## src/rtl/menu_button_pixel_gen_pkg.sv

```systemverilog
`default_nettype none
// ============================================================================
// Package  : menu_pkg
// Brief    : Colour constants, button FSM state encoding, menu ROM code names
//            and the synthetic menu bitmap image.
// Revision : 1.0 - initial release
// ============================================================================
package menu_pkg;

    localparam logic [11:0] c_black  = 12'h000;
    localparam logic [11:0] c_white  = 12'hFFF;
    localparam logic [11:0] c_touch  = 12'h32E;
    localparam logic [11:0] c_click  = 12'h3E2;
    localparam logic [11:0] c_locked = 12'h567;

    localparam logic [1:0] c_idle  = 2'd0;
    localparam logic [1:0] c_hover = 2'd1;
    localparam logic [1:0] c_press = 2'd2;

    localparam logic [1:0] c_code_bg  = 2'd0;
    localparam logic [1:0] c_code_fg  = 2'd1;
    localparam logic [1:0] c_code_btn = 2'd2;
    localparam logic [1:0] c_code_fg2 = 2'd3;

    // Image code = sum of all 2-bit address digits, modulo 4.
    function automatic logic [1:0] rom_image(input logic [18:0] addr);
        logic [19:0] w_ext;
        logic [1:0]  w_code;
        w_ext  = {1'b0, addr};
        w_code = 2'd0;
        for (int k = 0; k < 10; k++) begin
            w_code = w_code + w_ext[2*k +: 2];
        end
        return w_code;
    endfunction

endpackage
`default_nettype wire

```

## src/rtl/menu_button_pixel_gen_if.sv

```systemverilog
`default_nettype none
// ============================================================================
// Interface : menu_button_pixel_gen_if
// Brief     : VGA counters, mouse state, button lock/hover/click and pixel bus.
// Revision  : 1.0 - initial release
// ============================================================================
interface menu_button_pixel_gen_if #(
    parameter int NUM_BUTTONS = 2
);
    logic [9:0]             h_cnt;
    logic [9:0]             v_cnt;
    logic [9:0]             mouse_x;
    logic [9:0]             mouse_y;
    logic                   mouse_left;
    logic [NUM_BUTTONS-1:0] btn_lock;
    logic [NUM_BUTTONS-1:0] btn_hover;
    logic [NUM_BUTTONS-1:0] btn_click;
    logic [11:0]            pixel_out;

    modport master (
        output h_cnt, v_cnt, mouse_x, mouse_y, mouse_left, btn_lock,
        input  btn_hover, btn_click, pixel_out
    );

    modport slave (
        input  h_cnt, v_cnt, mouse_x, mouse_y, mouse_left, btn_lock,
        output btn_hover, btn_click, pixel_out
    );
endinterface
`default_nettype wire

```

## src/rtl/menu_button_pixel_gen_fsm.sv

```systemverilog
`default_nettype none
// ============================================================================
// Module   : menu_button_fsm
// Brief    : Per-button press tracker: IDLE/HOVER/PRESS with registered hover
//            and one-cycle click on press-and-release inside the button.
// Revision : 1.0 - initial release
// ============================================================================
module menu_button_fsm
    import menu_pkg::*;
(
    input  wire logic       clk,
    input  wire logic       rst_n,
    input  wire logic       i_in,
    input  wire logic       i_left,
    input  wire logic       i_lock,
    output logic      [1:0] o_state,
    output logic            o_hover,
    output logic            o_click
);
    logic [1:0] r_state;
    logic [1:0] w_next;
    logic       w_click;
    logic       r_hover;
    logic       r_click;

    always_comb begin
        w_next  = r_state;
        w_click = 1'b0;
        case (r_state)
            c_idle: begin
                // A press that began outside the button never arms it.
                if (i_in && !i_left) w_next = c_hover;
            end
            c_hover: begin
                if (!i_in)       w_next = c_idle;
                else if (i_left) w_next = c_press;
            end
            c_press: begin
                if (!i_left) begin
                    w_next  = i_in ? c_hover : c_idle;
                    w_click = i_in;
                end
            end
            default: w_next = c_idle;
        endcase
        if (i_lock) begin
            w_next  = c_idle;
            w_click = 1'b0;
        end
    end

    always_ff @(posedge clk) begin
        if (!rst_n) begin
            r_state <= c_idle;
            r_hover <= 1'b0;
            r_click <= 1'b0;
        end else begin
            r_state <= w_next;
            r_hover <= i_in && !i_lock;
            r_click <= w_click;
        end
    end

    assign o_state = r_state;
    assign o_hover = r_hover;
    assign o_click = r_click;
endmodule
`default_nettype wire

```

## src/rtl/menu_button_pixel_gen_rom.sv

```systemverilog
`default_nettype none
// ============================================================================
// Module   : Menu_Mem_Gen
// Brief    : Behavioural stand-in for the menu bitmap block ROM: fixed image,
//            ROM_LAT-clock read latency, no reset (like the hard block).
// Revision : 1.0 - initial release
// ============================================================================
module Menu_Mem_Gen
    import menu_pkg::*;
#(
    parameter int ROM_LAT = 1
) (
    input  wire logic        clka,
    input  wire logic [18:0] addra,
    output logic      [1:0]  douta
);
    logic [1:0] r_pipe [ROM_LAT];

    always_ff @(posedge clka) begin
        r_pipe[0] <= rom_image(addra);
        for (int k = 1; k < ROM_LAT; k++) begin
            r_pipe[k] <= r_pipe[k-1];
        end
    end

    assign douta = r_pipe[ROM_LAT-1];
endmodule
`default_nettype wire

```

## src/rtl/menu_button_pixel_gen.sv

```systemverilog
`default_nettype none
// ============================================================================
// Module   : menu_button_pixel_gen
// Brief    : Menu-screen pixel generator for N stacked buttons with per-button
//            press FSMs, hover/click outputs and ROM_LAT+1 pixel latency.
// Revision : 1.0 - initial release
// ============================================================================
module menu_button_pixel_gen
    import menu_pkg::*;
#(
    parameter int NUM_BUTTONS = 2,
    parameter int H_RES       = 640,
    parameter int V_RES       = 480,
    parameter int ROM_LAT     = 1,
    parameter int BTN_X0      = 220,
    parameter int BTN_W       = 200,
    parameter int BTN_Y0      = 250,
    parameter int BTN_H       = 50,
    parameter int BTN_PITCH   = 60
) (
    input  wire logic               clk,
    input  wire logic               rst_n,
    menu_button_pixel_gen_if.slave  bus
);
    logic [18:0]            w_addr;
    logic                   w_active;
    logic [18:0]            r_addr;
    logic [9:0]             r_v_pipe [ROM_LAT+1];
    logic [ROM_LAT:0]       r_act_pipe;
    logic [1:0]             w_douta;
    logic [9:0]             w_v_al;
    logic                   w_x_in;
    logic [NUM_BUTTONS-1:0] w_in;
    logic [NUM_BUTTONS-1:0] w_vband;
    logic [NUM_BUTTONS-1:0] w_hover;
    logic [NUM_BUTTONS-1:0] w_click;
    logic [1:0]             w_state [NUM_BUTTONS];
    logic [11:0]            w_band_col;
    logic [11:0]            w_pixel;
    logic [11:0]            r_pixel;

    assign w_addr   = 19'(bus.h_cnt) + 19'(H_RES) * 19'(bus.v_cnt);
    assign w_active = (32'(bus.h_cnt) < H_RES) && (32'(bus.v_cnt) < V_RES);

    // Stage 0 feeds the ROM; v/active then ride ROM_LAT delays to meet douta.
    always_ff @(posedge clk) begin
        if (!rst_n) begin
            r_addr     <= '0;
            r_act_pipe <= '0;
            r_pixel    <= c_black;
            for (int k = 0; k <= ROM_LAT; k++) begin
                r_v_pipe[k] <= '0;
            end
        end else begin
            r_addr        <= w_addr;
            r_v_pipe[0]   <= bus.v_cnt;
            r_act_pipe[0] <= w_active;
            for (int k = 1; k <= ROM_LAT; k++) begin
                r_v_pipe[k]   <= r_v_pipe[k-1];
                r_act_pipe[k] <= r_act_pipe[k-1];
            end
            r_pixel <= w_pixel;
        end
    end

    Menu_Mem_Gen #(
        .ROM_LAT (ROM_LAT)
    ) u_rom (
        .clka  (clk),
        .addra (r_addr),
        .douta (w_douta)
    );

    assign w_v_al = r_v_pipe[ROM_LAT];
    assign w_x_in = (32'(bus.mouse_x) >= BTN_X0) && (32'(bus.mouse_x) < BTN_X0 + BTN_W);

    for (genvar gi = 0; gi < NUM_BUTTONS; gi++) begin : g_btn
        localparam int c_top = BTN_Y0 + gi * BTN_PITCH;

        assign w_in[gi]    = w_x_in && (32'(bus.mouse_y) >= c_top)
                                    && (32'(bus.mouse_y) < c_top + BTN_H);
        assign w_vband[gi] = (32'(w_v_al) >= c_top) && (32'(w_v_al) < c_top + BTN_H);

        menu_button_fsm u_fsm (
            .clk     (clk),
            .rst_n   (rst_n),
            .i_in    (w_in[gi]),
            .i_left  (bus.mouse_left),
            .i_lock  (bus.btn_lock[gi]),
            .o_state (w_state[gi]),
            .o_hover (w_hover[gi]),
            .o_click (w_click[gi])
        );
    end

    // Bands never overlap, so at most one iteration hits; state is read live.
    always_comb begin
        w_band_col = c_black;
        for (int i = 0; i < NUM_BUTTONS; i++) begin
            if (w_vband[i]) begin
                if (bus.btn_lock[i])           w_band_col = c_locked;
                else if (w_state[i] == c_press) w_band_col = c_click;
                else if (w_state[i] == c_hover) w_band_col = c_touch;
                else                            w_band_col = c_black;
            end
        end

        w_pixel = c_black;
        if (r_act_pipe[ROM_LAT]) begin
            case (w_douta)
                c_code_btn:            w_pixel = w_band_col;
                c_code_fg, c_code_fg2: w_pixel = c_white;
                default:               w_pixel = c_black;
            endcase
        end
    end

    assign bus.pixel_out = r_pixel;
    assign bus.btn_hover = w_hover;
    assign bus.btn_click = w_click;
endmodule
`default_nettype wire

```

## src/flat_wrapper.sv

```systemverilog
// flat-port wrapper written by rule: the top's interface ports become plain ports
module menu_button_pixel_gen_flat import menu_pkg::*;
#(
    parameter int NUM_BUTTONS = 2,
    parameter int H_RES       = 640,
    parameter int V_RES       = 480,
    parameter int ROM_LAT     = 1,
    parameter int BTN_X0      = 220,
    parameter int BTN_W       = 200,
    parameter int BTN_Y0      = 250,
    parameter int BTN_H       = 50,
    parameter int BTN_PITCH   = 60
)
  (clk, rst_n, bus_h_cnt, bus_v_cnt, bus_mouse_x, bus_mouse_y, bus_mouse_left, bus_btn_lock, bus_btn_hover, bus_btn_click, bus_pixel_out);
  menu_button_pixel_gen_if #(.NUM_BUTTONS(NUM_BUTTONS)) bus_i ();
  input  wire logic clk;
  input  wire logic rst_n;
  input wire logic [$bits(bus_i.h_cnt)-1:0] bus_h_cnt;
  input wire logic [$bits(bus_i.v_cnt)-1:0] bus_v_cnt;
  input wire logic [$bits(bus_i.mouse_x)-1:0] bus_mouse_x;
  input wire logic [$bits(bus_i.mouse_y)-1:0] bus_mouse_y;
  input wire logic [$bits(bus_i.mouse_left)-1:0] bus_mouse_left;
  input wire logic [$bits(bus_i.btn_lock)-1:0] bus_btn_lock;
  output wire logic [$bits(bus_i.btn_hover)-1:0] bus_btn_hover;
  output wire logic [$bits(bus_i.btn_click)-1:0] bus_btn_click;
  output wire logic [$bits(bus_i.pixel_out)-1:0] bus_pixel_out;
  assign bus_i.h_cnt = bus_h_cnt;
  assign bus_i.v_cnt = bus_v_cnt;
  assign bus_i.mouse_x = bus_mouse_x;
  assign bus_i.mouse_y = bus_mouse_y;
  assign bus_i.mouse_left = bus_mouse_left;
  assign bus_i.btn_lock = bus_btn_lock;
  assign bus_btn_hover = bus_i.btn_hover;
  assign bus_btn_click = bus_i.btn_click;
  assign bus_pixel_out = bus_i.pixel_out;
  menu_button_pixel_gen #(.NUM_BUTTONS(NUM_BUTTONS), .H_RES(H_RES), .V_RES(V_RES), .ROM_LAT(ROM_LAT), .BTN_X0(BTN_X0), .BTN_W(BTN_W), .BTN_Y0(BTN_Y0), .BTN_H(BTN_H), .BTN_PITCH(BTN_PITCH)) u_core (.clk(clk), .rst_n(rst_n), .bus(bus_i));
endmodule
```

## config.mk

```make
export PLATFORM = sky130hd
export DESIGN_NAME = menu_button_pixel_gen_flat
export DESIGN_NICKNAME = d
export VERILOG_FILES = /design/src/rtl/menu_button_pixel_gen_pkg.sv /design/src/rtl/menu_button_pixel_gen_if.sv /design/src/rtl/menu_button_pixel_gen_fsm.sv /design/src/rtl/menu_button_pixel_gen_rom.sv /design/src/rtl/menu_button_pixel_gen.sv /design/src/flat_wrapper.sv
export SDC_FILE = /design/constraint.sdc
export NUM_CORES = 1
export LEC_CHECK = 0
export BUFFER_PORTS_ARGS = -buffer_cell sky130_fd_sc_hd__buf_2
export CORE_MARGIN = 2
export CORE_UTILIZATION = 58
export DETAILED_ROUTE_END_ITERATION = 16
export MAX_ROUTING_LAYER = met4
export PLACE_DENSITY = 0.88
export SYNTH_ARGS = -nofsm -noshare
export SYNTH_HDL_FRONTEND = slang
export SYNTH_HIERARCHICAL = 1
export SYNTH_SLANG_ARGS = --single-unit
```

## constraint.sdc

```tcl
create_clock -name clk -period 6.15 [get_ports clk]
set_input_delay 1.23 -clock clk [delete_from_list [all_inputs] [get_ports clk]]
set_output_delay 1.23 -clock clk [all_outputs]
set_load 0.005 [all_outputs]
```

==> results.json <==
{
  "ios": 61,
  "grt_start_max_net_pins": 36,
  "cts_root_buf": "clkbuf_8",
  "p_clk_share_pct": 36.1,
  "hp-class": "reg -> reg",
  "yosysTopAreaCellShare_pct": 39.7,
  "critPathBufInv": 1,
  "ctsHtreeMaxLevel": 3,
  "fin_worst_skew_ns": 0.00336,
  "dr.pass1.iters": 4,
  "totalWireLength_microns": 5300,
  "p_switching_uw": 256,
  "p_per_area_mw_per_mm2": 300,
  "mostFrequentLayoutCells": "57 x buf_2, 57 x dfxtp_1, 26 x and2_1",
  "hold_ws_ns": 0.431,
  "seq_area_frac_synth_pct": 39.7,
  "cts_resized": 0,
  "yosys.area.top_type": "dfxtp_1",
  "start_util_pct": 60.5,
  "overflow": 0,
  "postCtsSetupBuffers": 0,
  "fp.dieH_microns": 74.4,
  "die_area_sq_mm": 0.00554,
  "crit_family": "adder cells",
  "p_total_mw": 1.02,
  "peakVddDrop_mv": 0.132,
  "syn_inst": 287,
  "drc": 0,
  "fillerInstances": 359,
  "required_ns": 6.42,
  "ys_types": 44,
  "relSlewSlack_pct": 49.1,
  "syn_avg_cell_area_sq_um": 10.0,
  "ys.flop_type": "dfxtp_1",
  "worst_pin_slew_ns": 0.753,
  "yosys_register_bits": 57,
  "synth_nets": 363,
  "area_growth_pct": 18.6,
  "timing.setup.tns_ns": 0,
  "final_util_pct": 71.7,
  "cts_tree": "done",
  "antenna_found_initial": 0,
  "leakage_nw": 1.60,
  "antenna_left": 0,
  "grt_pass1_wl_microns": 8970,
  "status": "completed",
  "hold_viol": 0,
  "drv_slew": 0,
  "antenna_cells": 0,
  "startpoint": "bus_v_cnt[1]",
  "grt_usage_pct": 22.3,
  "syn_area_sq_mm": 0.00288,
  "async_reset_ff_share_pct": 0,
  "stdcell_area_sq_mm": 0.00341,
  "coreArea_sq_mm": 0.00475,
  "maxCapViolCount": 0,
  "worst-r2r-setup-slack_ns": 3.40,
  "cp_slowest_cell": "or4_1",
  "cp_slowest_stage_delay_ns": 0.49,
  "wl_per_cell_microns": 12.7,
  "vias_per_cell": 5.18,
  "cts.sinks": 57,
  "max_freq_mhz": 297,
  "path_cells": "buf_2 -> ha_1 -> ha_1 -> fa_1 -> a21o_1 -> a21oi_1 -> xnor2_1 -> nand3b_1 -> or4_1 -> nand2_1",
  "path_max_fanout": 3,
  "crit_arrival_ns": 3.64,
  "share_comb_of_total_power_pct": 23.3,
  "io_buffers": 57,
  "globalplace.congestion": 0.828,
  "startpoint_type": "input pin",
  "synthTopCellsByArea": "dfxtp_1 40%, ha_1 10%, and2_1 5.7%",
  "drt_iter0_drc": 105,
  "die_x_microns": 74.4,
  "fin_crit_ns": 3.37,
  "fp-row-count": 25,
  "final_layout_size_suffix_gt1_share_pct": 24.5,
  "synth_enable_flop_cells": 0,
  "fin_crit_sh_pct": 54.8,
  "setup_viol": 0,
  "cts_buffer_depth": 2,
  "r2r_end": "u_core/u_rom/r_pipe[0][1]$_DFF_P_",
  "end_kind": "register",
  "ff2ff_path_depth": 7,
  "crit_path_end": "u_core/r_addr[17]$_SDFF_PN0_",
  "ys.warnings.count": 6,
  "dpl_cell_area_sq_mm": 0.00320,
  "cts_buffers": 9,
  "clk_pin_slew_ns": 0.06,
  "worstSkewPairLatency_ns": 0.33,
  "vias": 2166,
  "cp_common_cell": "ha_1",
  "ctsHoldBuffers": 0,
  "fin_nets": 423,
  "timing.rr.start": "u_core/r_addr[0]$_SDFF_PN0_",
  "crit_type": "in -> reg",
  "grt_pass1_vias": 2121,
  "place_hpwl_microns": 4020,
  "internal-power_uw": 767,
  "grt_setup_unrepaired": "no",
  "swShare_pct": 25.0,
  "cp.depth": 10,
  "p_seq_share_pct": 40.6
}
## power groups by stage
stage / combinational, mW / sequential [mW] / clock (mW)
2_1_floorplan: 0.181 / 0.421 / 0
3_3_place_gp: 0.229 / 0.422 / 0
6_report: 0.238 / 0.415 / 0.369
4_1_cts: 0.237 / 0.416 / 0.375
3_5_place_dp: 0.236 / 0.424 / 0
5_1_grt: 0.263 / 0.418 / 0.393
## stage by stage
stage	worst slack (ns)	instances
after floorplan	2.69	287
after global placement	2.44	403
after detailed placement	2.43	403
after CTS	2.77	418
after global routing	2.68	418
final	2.78	418
## kinds of logic (layout without fill, tap and decap cells)
group                    count (synthesis)  in the layout  share of synthesized area (%)
AND/OR/NAND/NOR                         93             93                           19.4
AO/OA/AOI/OAI                           58             58                           13.7
buffers and inverters                   24             88                           3.65
adder cells (fa/ha/maj)                 31             31                           15.3
flip-flops                              57             57                           39.7
XOR/XNOR                                24             24                           8.26
## cell usage after synthesis, types with 3 or more instances
library cell / n
o211ai_1: 4
clkbuf_1: 4
o21ai_0: 15
nand3b_1: 5
ha_1: 24
o21a_1: 4
a21o_1: 6
nor3_1: 10
nor2b_1: 4
xnor2_1: 14
nand3_1: 4
nand2_1: 11
inv_1: 16
a21oi_1: 13
and2_1: 26
nor2_1: 14
a211oi_2: 3
buf_4: 4
nand4_1: 3
xor2_1: 8
dfxtp_1: 57
fa_1: 7
## how the worst min path moves through the flow
| stage | startpoint | to | slack [ns] | cells after the start |
|---|---|---|---|---|
| after floorplan | u_core/r_act_pipe[0]$_SDFF_PN0_ | u_core/r_act_pipe[1]$_SDFF_PN0_ | 0.41 | 1 |
| after detailed placement | u_core/r_v_pipe[0][8]$_SDFF_PN0_ | u_core/r_v_pipe[0][18]$_SDFF_PN0_ | 0.42 | 1 |
| after CTS | u_core/r_act_pipe[0]$_SDFF_PN0_ | u_core/r_act_pipe[1]$_SDFF_PN0_ | 0.43 | 1 |
| after global routing | u_core/r_v_pipe[0][8]$_SDFF_PN0_ | u_core/r_v_pipe[0][18]$_SDFF_PN0_ | 0.44 | 1 |
| after global placement | u_core/r_v_pipe[0][4]$_SDFF_PN0_ | u_core/r_v_pipe[0][14]$_SDFF_PN0_ | 0.41 | 1 |
| final | u_core/r_v_pipe[0][8]$_SDFF_PN0_ | u_core/r_v_pipe[0][18]$_SDFF_PN0_ | 0.43 | 1 |
## layout make-up
cell class	instances	area [sq um]	share of cell area, %
Clock inverter	3	65.1	1.91
Tap cell	67	83.8	2.46
Multi-Input combinational cell	206	1630	47.8
Clock buffer	12	145	4.26
Inverter	16	60.1	1.76
Sequential cell	57	1140	33.5
Timing Repair Buffer	57	285	8.36
## flip-flops by register name (all words and copies together), names as in the netlist
signal                      count
u_core/r_addr                  19
u_core/r_v_pipe                18
u_core/bus.pixel_out            8
u_core/g_btn.u_fsm/o_state      4
u_core/g_btn.u_fsm/o_click      2
u_core/g_btn.u_fsm/o_hover      2
u_core/r_act_pipe               2
u_core/u_rom/r_pipe             2
## metal layers
metal | wire, microns | GRT usage (%) | up-vias
met5 | 0 | - | -
met4 | 106 | 12.3 | 0
met3 | 185 | 4.47 | 8
met2 | 2800 | 38.5 | 49
met1 | 2210 | 23.7 | 998
li1 | - | - | 1111
Power figures use the tool's default switching activity.
